==> config.mk <==
export PLATFORM = sky130hd
export DESIGN_NAME = sevenseg_scan_driver
export DESIGN_NICKNAME = d
export VERILOG_FILES = /design/src/rtl/sevenseg_pkg.sv /design/src/rtl/seg_glyph_rom.sv /design/src/rtl/sevenseg_scan_driver.sv
export SDC_FILE = /design/constraint.sdc
export NUM_CORES = 1
export LEC_CHECK = 0
export ABC_AREA = 1
export ABC_CLOCK_PERIOD_IN_PS = 3700
export CAP_MARGIN = 40
export CORE_ASPECT_RATIO = 0.75
export CORE_UTILIZATION = 35
export CTS_CLUSTER_SIZE = 8
export DETAILED_ROUTE_END_ITERATION = 7
export DONT_BUFFER_PORTS = 1
export GPL_TIMING_DRIVEN = 0
export SLEW_MARGIN = 30
export SYNTH_ARGS = -nofsm -noshare
export SYNTH_HDL_FRONTEND = slang
export SYNTH_SLANG_ARGS = --single-unit
==> constraint.sdc <==
create_clock -name clk -period 3.7 [get_ports clk]
set_input_delay 0.74 -clock clk [delete_from_list [all_inputs] [get_ports clk]]
set_output_delay 0.74 -clock clk [all_outputs]
set_load 0.01 [all_outputs]
==> src/rtl/sevenseg_pkg.sv <==
// Shared constants for the seven-segment scan driver: glyph encodings
// (active-low {g,f,e,d,c,b,a}) and the digit index width.
package sevenseg_pkg;

  localparam int unsigned IDX_W = 3;

  localparam logic [6:0] SEG_BLANK = 7'h7F;

  localparam logic [6:0] GLYPH_0 = 7'b1000000;
  localparam logic [6:0] GLYPH_1 = 7'b1111001;
  localparam logic [6:0] GLYPH_2 = 7'b0100100;
  localparam logic [6:0] GLYPH_3 = 7'b0110000;
  localparam logic [6:0] GLYPH_4 = 7'b0011001;
  localparam logic [6:0] GLYPH_5 = 7'b0010010;
  localparam logic [6:0] GLYPH_6 = 7'b0000010;
  localparam logic [6:0] GLYPH_7 = 7'b1111000;
  localparam logic [6:0] GLYPH_8 = 7'b0000000;
  localparam logic [6:0] GLYPH_9 = 7'b0010000;
  localparam logic [6:0] GLYPH_A = 7'b0001000;
  localparam logic [6:0] GLYPH_B = 7'b0000011;
  localparam logic [6:0] GLYPH_C = 7'b1000110;
  localparam logic [6:0] GLYPH_D = 7'b0100001;
  localparam logic [6:0] GLYPH_E = 7'b0000110;
  localparam logic [6:0] GLYPH_F = 7'b0001110;

endpackage

==> src/rtl/seg_glyph_rom.sv <==
// Combinational nibble-to-glyph decode. Codes 10..15 only light up in hex
// mode; otherwise they decode to a blank digit.
module seg_glyph_rom
  import sevenseg_pkg::*;
(
  input  logic [3:0] nibble,
  input  logic       hex_mode,
  output logic [6:0] seg
);

  // Glyph lookup, hex letters gated by hex_mode
  always_comb begin
    seg = SEG_BLANK;
    case (nibble)
      4'h0: seg = GLYPH_0;
      4'h1: seg = GLYPH_1;
      4'h2: seg = GLYPH_2;
      4'h3: seg = GLYPH_3;
      4'h4: seg = GLYPH_4;
      4'h5: seg = GLYPH_5;
      4'h6: seg = GLYPH_6;
      4'h7: seg = GLYPH_7;
      4'h8: seg = GLYPH_8;
      4'h9: seg = GLYPH_9;
      4'hA: if (hex_mode) seg = GLYPH_A;
      4'hB: if (hex_mode) seg = GLYPH_B;
      4'hC: if (hex_mode) seg = GLYPH_C;
      4'hD: if (hex_mode) seg = GLYPH_D;
      4'hE: if (hex_mode) seg = GLYPH_E;
      4'hF: if (hex_mode) seg = GLYPH_F;
      default: seg = SEG_BLANK;
    endcase
  end

endmodule

==> src/rtl/sevenseg_scan_driver.sv <==
// Time-multiplexed common-anode seven-segment driver. One digit is active
// per refresh slot; seg/dp/an are registered from the scan state, so they
// trail the counter/index/shadow registers by exactly one cycle.
module sevenseg_scan_driver
  import sevenseg_pkg::*;
#(
  parameter int unsigned NUM_DIGITS   = 4,
  parameter int unsigned REFRESH_DIV  = 100000,
  parameter int unsigned GUARD_CYCLES = 0
) (
  input  logic                    clk,
  input  logic                    rst,
  input  logic                    load,
  input  logic [4*NUM_DIGITS-1:0] digits_in,
  input  logic [NUM_DIGITS-1:0]   dp_in,
  input  logic                    hex_mode,
  input  logic                    blank_lz,
  input  logic                    enable,
  output logic [6:0]              seg,
  output logic                    dp,
  output logic [NUM_DIGITS-1:0]   an,
  output logic [IDX_W-1:0]        digit_idx
);

  localparam int unsigned CW = $clog2(REFRESH_DIV);

  logic [CW-1:0]           cnt;
  logic                    tc;
  logic                    in_guard;
  logic [4*NUM_DIGITS-1:0] shadow_d;
  logic [NUM_DIGITS-1:0]   shadow_dp;
  logic [31:0]             word8;
  logic [7:0]              dp8;
  logic [7:0]              lz8;
  logic                    run;
  logic [3:0]              cur_nib;
  logic                    blank_digit;
  logic [6:0]              rom_seg;

  assign tc = (cnt == CW'(REFRESH_DIV - 1));

  generate
    if (GUARD_CYCLES > 0) begin : g_guard
      assign in_guard = (cnt < CW'(GUARD_CYCLES));
    end else begin : g_noguard
      assign in_guard = 1'b0;
    end
  endgenerate

  // Refresh counter, digit index and shadow capture
  always_ff @(posedge clk) begin
    if (rst) begin
      cnt       <= '0;
      digit_idx <= '0;
      shadow_d  <= '0;
      shadow_dp <= '0;
    end else begin
      if (tc) begin
        cnt <= '0;
        if (digit_idx == IDX_W'(NUM_DIGITS - 1)) digit_idx <= '0;
        else                                     digit_idx <= digit_idx + IDX_W'(1);
      end else begin
        cnt <= cnt + CW'(1);
      end
      if (load) begin
        shadow_d  <= digits_in;
        shadow_dp <= dp_in;
      end
    end
  end

  // Pad the shadow state to eight digits so the mux index never exceeds range
  assign word8   = 32'(shadow_d);
  assign dp8     = 8'(shadow_dp);
  assign cur_nib = word8[{digit_idx, 2'b00} +: 4];

  // lz8[k] set when nibbles k..7 are all zero (scanned from the top down)
  always_comb begin
    run = 1'b1;
    lz8 = '0;
    for (int unsigned i = 0; i < 8; i++) begin
      run        = run & (word8[4*(7-i) +: 4] == 4'h0);
      lz8[7-i]   = run;
    end
  end

  assign blank_digit = blank_lz && (digit_idx != '0) && lz8[digit_idx];

  seg_glyph_rom u_rom (
    .nibble   (cur_nib),
    .hex_mode (hex_mode),
    .seg      (rom_seg)
  );

  // Registered display outputs; only one anode can ever be low
  always_ff @(posedge clk) begin
    if (rst || !enable || in_guard) begin
      seg <= SEG_BLANK;
      dp  <= 1'b1;
      an  <= '1;
    end else begin
      seg <= blank_digit ? SEG_BLANK : rom_seg;
      dp  <= ~dp8[digit_idx];
      an  <= ~(NUM_DIGITS'(1) << digit_idx);
    end
  end

endmodule

==> impl_metrics.toml, run 1 <==
[layout]
area_delta_synth_final_pct = 9.97
antenna_cells = 0
n_fill_cell = 736
nets = 396
final_cells = 464
drive_gt1_share_pct = 13.9
final_area_um2 = 2870
final_util_pct = 41.0

[place]
dpl.hpwl_mm = 4.58
placed_cells = 456
postPlaceCellArea_um2 = 2730
io_buffers = 0
place.gp.congestion = 0.807
pre_cts_slack_ns = 1.73

[drt]
wl_per_cell_um = 12.5
vias_per_cell = 4.79
post-route-drc-count = 0
vias = 2224
drt_iter0_markers = 96
ant_nets = 0
drt-pass1-iter-count = 5
finalWirelength_mm = 5.79

[sta]
setup_viol = 0
slew_viol_final = 0
rsz0062_at_grt = "no"
timing.setup.tns_ns = 0
tightest_slew_ns = 0.484
whs_ns = 0.454
final.period_utilization_pct = 47.3
setup_ws_ns = 1.95
finalHoldViolCount = 0
fmax_mhz = 572
slew_headroom_pct = 67.8
fin_crit_ns = 1.75
fin_skew_ns = 0.0157

[worst_setup_path]
cp_cell_sequence = "ha_1 -> nand2_1 -> nor2_1 -> nand2_1 -> nor2_1 -> nand2_1 -> nor2_1 -> nand2_1 -> nand4_1 -> nor2_1"
worstSetupPathType = "reg2reg"
endpoint_kind = "flop"
arrival_ns = 1.97
path_buf_inv = 0
critical_path.top_delay_family = "simple AND/OR/NAND/NOR gates"
r2r_slack_ns = 1.95
required_ns = 3.92
slowest_delay_ns = 0.36
critPathLaunchType = "flop"
slowest_stage = "dfxtp_1"
critical_path.max_fanout = 4

[die]
rows = 26
die_y_um = 76.8
ios = 41
initial_utilization_pct = 37.3
die-area_um2 = 7810
dieWidth_um = 102
core_area_um2 = 6990

[logic_synthesis]
synth_area_per_cell_um2 = 7.29
synth_edf_count = 0
yosys_warnings = 0
yosys.area.top_type_share_pct = 39.9
synth.most_common_cell = "nand2_1"
syn_inst = 358
synth.distinct_cells = 37
synth_top_cell_by_area = "dfxtp_1"
synth_flop_cell = "dfxtp_1"
synth_common_cells = "nand2_1, nor2_1, dfxtp_1"
syn-num-nets = 389
syn-cell-area_um2 = 2610
async_flop_share_pct = 0
ys_ff_latch = 52
synth_area_leaders = "dfxtp_1, nand2_1, nor2_1"
ys_seq_area_share_pct = 39.9

[outcome]
run_status = "finished clean"

[cts]
ctsHoldBuffers = 0
clk_pin_slew_ns = 0.11
root_buffer = "clkbuf_8"
cts_resized = 0
postCtsSetupRepairBufs = 0
clock_path_buffers = 2
cts_tree = "built"
htree_levels = 2
cts_buffers = 5
cts_sinks = 52
clkLatencyLatePin_ns = 0.31

[grt]
grt_use_total_pct = 15.7
grt_max_degree = 18
overflow = 0
antenna_found_initial = 0
grt_pass1_vias = 2014
grt_pass1_wl_mm = 9.57

[power_and_ir_drop]
power_mw = 1.19
p_leak_nw = 1.15
peakVddDrop_mv = 0.161
powerDensity_nw_per_um2 = 415

[job]
maxCapViolations = 0

[worst_hold_path]
min_path_type = "reg2reg"
[worst reg2reg max path: cells and delay by family (launching register included)]
family / cells / cell delay (ns)
flip-flops: 1 / 0.36
adder cells (fa/ha/maj): 1 / 0.18
AND/OR/NAND/NOR: 9 / 1.15
[worst paths after layout]
path	startpoint	end	cells past startpoint
setup / recovery	cnt[0]$_SDFF_PP0_	cnt[12]$_SDFF_PP0_	10
hold reg to reg	cnt[0]$_SDFF_PP0_	cnt[0]$_SDFF_PP0_	1
hold / removal	cnt[0]$_SDFF_PP0_	cnt[0]$_SDFF_PP0_	1
setup reg to reg	cnt[0]$_SDFF_PP0_	cnt[12]$_SDFF_PP0_	10
[layout make-up]
cell class	count	area (um^2)	area share, %
plain buffers	10	67.6	2.35
clock buffers	5	68.8	2.40
multi-input cells	257	1360	47.2
well taps	98	123	4.27
flip-flops and latches	52	1040	36.3
clock inverters	3	68.8	2.40
inverters	39	146	5.10
[state kept, by name (all words and copies together) (netlist names)]
signal and count:
an 4, cnt 17, digit_idx 3, dp 1, seg 7, shadow_d 16, shadow_dp 4
[cell families after synthesis]
group / count (synthesis) / share of synthesized area, %
AND/OR/NAND/NOR: 195 / 37.3
XOR/XNOR: 3 / 1.01
buffers and inverters: 49 / 8.20
adder cells (fa/ha/maj): 5 / 2.40
AO/OA/AOI/OAI: 54 / 11.2
flip-flops: 52 / 39.9
[where the power goes]
group,internal [mW],switching (mW)
Sequential,0.589,0.0211
Clock,0.272,0.198
Combinational,0.0382,0.0703
[layout by cell type (no fill, tap or decap), drive strengths merged]
master	netlist	routed
and3	1	1
o21ai	26	26
nand3	21	21
nor3b	3	3
and2	1	1
xor2	2	2
buf	5	5
ha	5	5
o31ai	1	1
nor2	60	60
clkbuf	5	10
o22ai	1	1
nor3	8	8
inv	39	40
o21a	1	1
nand3b	1	1
o211ai	4	4
nand2b	1	1
bufinv	0	2
dfxtp	52	52
a21oi	21	21
nor4	2	2
nand4	11	11
xnor2	1	1
nand2	84	84
or2	2	2
[metal layers]
| metal | vias to the layer above | GRT usage (%) | wire, um |
|---|---|---|---|
| met5 | - | 0 | 0 |
| met4 | 0 | 3.91 | 49 |
| met3 | 5 | 4.10 | 370 |
| met2 | 47 | 20.8 | 2200 |
| met1 | 997 | 24.5 | 3170 |
| li1 | 1175 | - | - |
(Power assumes the default switching activity.)
==> inputs of run 2 (changes only) <==
Settings changed: ABC_AREA 1 to 0, ABC_CLOCK_PERIOD_IN_PS 3700 to 1420.
Clock period 3.7 ns to 1.42 ns, I/O delays scaled along.
==> run 2 against run 1 <==
The flow now finishes with violations (design-rule violations, negative setup slack). Critical path depth fell by 3. Sequential cell count stayed put. Routed wire length down 5.4%. Sequential power grew to 2.6 times the previous value. Register-to-register slack lost 2.5 ns. Clock power up 85%. Critical endpoint is now seg[3]$_SDFF_PP1_. Largest cell class unchanged.
==> impl_metrics.toml, run 2 <==
[cts]
htree_levels = 2
root_buffer = "clkbuf_8"
clkLatencyLatePin_ns = 0.30
ctsHoldBuffers = 0
clock_path_buffers = 2
clk_pin_slew_ns = 0.10
cts_tree = "built"
cts_sinks = 52
cts_buffers = 5

[die]
ios = 41
die-area_um2 = 7260
dieWidth_um = 98.0
die_y_um = 74.0
rows = 25
core_area_um2 = 6470
initial_utilization_pct = 37.4

[worst_setup_path]
path_buf_inv = 2
r2r_end = "seg[3]$_SDFF_PP1_"
worstSetupPathType = "reg2reg"
slowest_stage = "mux4_2"
r2r_slack_ns = -0.59
r2r_start = "digit_idx[0]$_SDFFE_PP0P_"
setup.worst_path.start = "digit_idx[0]$_SDFFE_PP0P_"
worstRegToRegCells = 7
endpoint_kind = "flop"
slowest_delay_ns = 0.52
critical_path.max_fanout = 8
cp_cell_sequence = "buf_8 -> mux4_2 -> buf_6 -> xnor2_2 -> o22ai_1 -> a2111o_1 -> o311ai_1"
critical_path.top_delay_family = "compound AO/OA/AOI/OAI gates"
critPathLaunchType = "flop"
required_ns = 1.64
arrival_ns = 2.23

[sta]
rsz0062_at_grt = "yes"
fin_crit_ns = 2.01
slew_viol_final = 0
setup_ws_ns = -0.591
slew_headroom_pct = 52.7
tightest_slew_ns = 0.710
fmax_mhz = 497
finalHoldViolCount = 0
final.period_utilization_pct = 142
setup_viol = 22
fin_skew_ns = 0.0101
timing.setup.tns_ns = -4.94

[layout]
final_util_pct = 47.9
final_cells = 372
nets = 321
antenna_cells = 0
reg_top3 = "cnt: 17 flops, shadow_d: 16 flops, seg: 7 flops"
layout_common_cells = "dfxtp_1, nor2_1, buf_4"
final_common_cell = "dfxtp_1"
drive_gt1_share_pct = 32.3
area_delta_synth_final_pct = 28.2
largest_register = "cnt"
largest_reg_flops = 17

[logic_synthesis]
yosys.area.top_type_share_pct = 43.0
ys_seq_area_share_pct = 43.0
synth_top_family_by_area = "simple AND/OR/NAND/NOR gates"
synth_area_leaders = "dfxtp_1, mux2i_1, nor2_1"
yosys_warnings = 0
syn-cell-area_um2 = 2420
ys_ff_latch = 52
yosys-mux-area-fraction_pct = 15.1
syn-num-nets = 288
async_flop_share_pct = 0
synth_top_cell_by_area = "dfxtp_1"
synth_area_per_cell_um2 = 9.42
synth.most_common_cell = "dfxtp_1"
synth_common_cells = "dfxtp_1, nor2_1, mux2i_1"
synth_compound_area_share_pct = 8.53
syn_inst = 257
synth.distinct_cells = 45
yosys.area_share.simple_pct = 19.8
post_synth_fa_ha_maj_area_fraction_pct = 2.58
synth_edf_count = 0
synth-xor-area-share_pct = 6.46
synth_flop_cell = "dfxtp_1"

[grt]
grt_pass1_vias = 1738
grt_pass1_wl_mm = 8.74
busiest_layer = "met2"
grt_use_total_pct = 15.4
use_met1_pct = 21.2
grtUsageMet3_pct = 4.23
overflow = 0
grt_max_degree = 16
met2_usage_pct = 23.7
antenna_found_initial = 0

[place]
io_buffers = 0
dpl.hpwl_mm = 3.61
placed_cells = 338
place.gp.congestion = 0.809

[worst_hold_path]
min_path_type = "in2reg"
hp-start = "hex_mode"
min_to = "seg[3]$_SDFF_PP1_"
worstHoldPathCells = 1

[outcome]
violations = "design-rule violations, negative setup slack"
run_status = "finished with violations"

[drt]
vias = 1959
vias_per_cell = 5.27
drt_iter0_markers = 101
ant_nets = 0
finalWirelength_mm = 5.48
post-route-drc-count = 4
wl_per_cell_um = 14.7
drt-pass1-iter-count = 6

[job]
maxCapViolations = 0

[power_and_ir_drop]
peakVddDrop_mv = 0.465
p_leak_nw = 1.20
powerDensity_nw_per_um2 = 901
run 2: per-layer routing:
layer	vias to the layer above	wire [um]	part of all wire, %
met5	-	0	0
met2	49	2450	45
met3	4	309	5.6
met1	945	2680	49
met4	0	40	0.73
li1	961	-	-
run 2: layout make-up:
type / instances / area (um^2)
Fill cell: 592 / 3370
Multi-Input combinational cell: 182 / 1470
Sequential cell: 52 / 1060
Timing Repair Buffer: 27 / 239
Buffer: 13 / 101
Tap cell: 81 / 101
Clock buffer: 7 / 86.3
Inverter: 9 / 41.3
Clock inverter: 1 / 7.51
run 2: power breakdown:
group | switching [mW] | total [mW] | internal, mW
combinational | 0.179 | 0.366 | 0.186
clock | 0.473 | 0.870 | 0.397
sequential | 0.0501 | 1.56 | 1.51
total | 0.702 | 2.80 | 2.09
run 2: cells by family after synthesis:
kind of cell,count (synthesis)
AND/OR/NAND/NOR,102
flip-flops,52
AO/OA/AOI/OAI,29
multiplexers,29
buffers and inverters,23
XOR/XNOR,17
adder cells (fa/ha/maj),5
run 2: metrics by stage:
stage / setup slack (ns) / hold slack, ns / area [um^2] / power, mW
global placement: -0.606 / 0.431 / 2580 / 1.87
detailed placement: -0.666 / 0.433 / 2580 / 1.87
CTS: -0.569 / 0.101 / 2900 / 2.78
floorplan: -0.446 / 0.420 / 2470 / 1.81
finish: -0.591 / 0.105 / 3100 / 2.80
global route: -0.652 / 0.101 / 3100 / 2.93
run 2: worst max path at each step:
stage / slack [ns] / to / cells after the start
finish: -0.59 / seg[3]$_SDFF_PP1_ / 7
global route: -0.65 / seg[6]$_SDFF_PP1_ / 7
CTS: -0.57 / seg[3]$_SDFF_PP1_ / 7
detailed placement: -0.67 / seg[1]$_SDFF_PP1_ / 8
global placement: -0.61 / seg[1]$_SDFF_PP1_ / 8
floorplan: -0.45 / seg[3]$_SDFF_PP1_ / 7
run 2: timing repair:
item,in CTS,in global routing
buffers inserted,15,13
resized for setup,25,37
pin swaps,9,18
gates cloned,1,0
setup endpoints to repair,24,25
==> inputs of run 3 (changes only) <==
Settings changed: CTS_BUF_LIST set to sky130_fd_sc_hd__clkbuf_2.
==> run 3 against run 2 <==
The flow still finishes with violations (design-rule violations, negative setup slack). Utilization increased by 2.8 points. Cell count increased by 5.9%. Power fell by 8.5%. Sequential power barely moved. Critical path depth is the same. Non-clock buffer count rose by 22. Die area stayed put. Clock skew grew 0.014 ns. Combinational power grew 14%. Routed wire length rose by 4.9%. Global-route usage increased by 0.40 points. Register-to-register slack is essentially flat. Critical path type unchanged. Critical endpoint unchanged.
==> impl_metrics.toml, run 3 (synthesis gave the netlist of run 2 again) <==
[outcome]
run_status = "finished with violations"
violations = "design-rule violations, negative setup slack"

[power_and_ir_drop]
p_leak_nw = 1.28
p_comb_share_pct = 16.3
pwr-share-seq_pct = 61.2
p_int_mw = 1.86
clock_power_share_pct = 22.5
switching_power_uw = 694
peakVddDrop_mv = 0.474
power_mw = 2.56
powerDensity_nw_per_um2 = 778
p_sw_share_pct = 27.2

[sta]
fin_skew_ns = 0.0244
slew_headroom_pct = 52.3
slew_viol_final = 0
tightest_slew_ns = 0.716
setup_viol = 24
whs_ns = 0.0800
finalHoldViolCount = 0
fin_crit_ns = 2.02
final.period_utilization_pct = 142
setup_ws_ns = -0.603
fmax_mhz = 494
rsz0062_at_grt = "yes"

[die]
initial_utilization_pct = 37.4
die-area_um2 = 7260
core_area_um2 = 6470
rows = 25
dieWidth_um = 98.0
die_y_um = 74.0
ios = 41

[layout]
final_common_cell = "dfxtp_1"
layout_common_cells = "dfxtp_1, nor2_1, mux2i_1"
antenna_cells = 0
n_fill_cell = 583
nets = 343
largest_register = "cnt"
area_delta_synth_final_pct = 35.8
final_cells = 394
largest_reg_flops = 17
drive_gt1_share_pct = 32.3
reg_top3 = "cnt: 17 flops, shadow_d: 16 flops, seg: 7 flops"

[drt]
finalWirelength_mm = 5.74
drt-pass1-iter-count = 6
vias = 2060
wl_per_cell_um = 14.6
vias_per_cell = 5.23
post-route-drc-count = 4
ant_nets = 0
drt_iter0_markers = 107

[worst_setup_path]
endpoint_kind = "flop"
critPathLaunchType = "flop"
arrival_ns = 2.39
r2r_slack_ns = -0.60
worstSetupPathType = "reg2reg"
required_ns = 1.78
critical_path.max_fanout = 8

[cts]
clkLatencyLatePin_ns = 0.42
clk_pin_slew_ns = 0.26
root_buffer = "clkbuf_2"
clock_path_buffers = 2
htree_levels = 2
cts_buffers = 5
cts_tree = "built"
cts_sinks = 52

[place]
io_buffers = 0
pre_cts_slack_ns = -0.666
placed_cells = 338
dpl.hpwl_mm = 3.61
place.gp.congestion = 0.809

[grt]
grt_use_total_pct = 15.8
grt_pass1_vias = 1824
grt_pass1_wl_mm = 8.99
antenna_found_initial = 0
overflow = 0
grt_max_degree = 16

[job]
maxCapViolations = 0

[worst_hold_path]
min_path_type = "in2reg"
-- run 3: cell types whose count changed in the layout (fill, tap and decap cells not counted), moves of 2 or more --
| cell | delta |
|---|---|
| clkbuf_2 | +6 |
| nor2_1 | -2 |
| dfxtp_1 | -4 |
| buf_6 | +3 |
| dlygate4sd3_1 | +21 |
| dfxtp_2 | +3 |
| buf_4 | -2 |
| clkbuf_8 | -6 |
| nor2_2 | +3 |
-- run 3: final timing paths --
kind	from	to	cells after the start
max	digit_idx[0]$_SDFFE_PP0P_	seg[3]$_SDFF_PP1_	7
min	enable	dp$_SDFF_PP1_	3
max reg2reg	digit_idx[0]$_SDFFE_PP0P_	seg[3]$_SDFF_PP1_	7
min reg2reg	shadow_dp[1]$_SDFFE_PP0P_	shadow_dp[1]$_SDFFE_PP0P_	2
-- run 3: final cells by class --
class,instances,area (um^2),area share (%)
clock inverters,2,11.3,0.343
plain buffers,13,103,3.12
inverters,9,45.0,1.37
flip-flops and latches,52,1070,32.5
repair buffers,49,464,14.1
multi-input cells,182,1470,44.6
clock buffers,6,30.0,0.914
well taps,81,101,3.08
-- run 3: what timing repair did --
action                                  CTS  global route
endpoints found under the hold margin    21             0
gates resized for setup                  22            50
hold buffers                             21             0
endpoints found under the setup margin   24            24
pin swaps                                 8            13
setup buffers                            15            13
gates cloned                              1             0
-- run 3: power groups by stage --
stage / Sequential (mW) / Clock [mW] / Combinational, mW
finish: 1.57 / 0.575 / 0.416
CTS: 1.57 / 0.606 / 0.372
global placement: 1.60 / 0 / 0.272
detailed placement: 1.60 / 0 / 0.275
global route: 1.57 / 0.659 / 0.458
floorplan: 1.58 / 0 / 0.232
-- run 3: metal layers --
layer,wire [um],GRT usage [%],vias up
li1,-,-,1003
met2,2650,24.9,57
met4,55,4.38,0
met1,2750,21.4,994
met5,0,0,-
met3,282,4.32,6
-- run 3: worst max-delay path, stage by stage (launching register included) --
cell and delay, ns:
dfxtp_4 0.45, buf_8 0.15, mux4_2 0.52, buf_6 0.16
xnor2_2 0.15, o22ai_1 0.08, a2111o_1 0.37, o311ai_1 0.09
-- run 3: stage by stage --
stage	instance area (um^2)	TNS (ns)	util [%]
5_1_grt	3290	-7.37	50.8
4_1_cts	3050	-4.74	47.1
3_5_place_dp	2580	-8.74	39.8
2_1_floorplan	2470	-3.43	-
6_report	3290	-5.59	50.8
3_3_place_gp	2580	-8.18	39.8
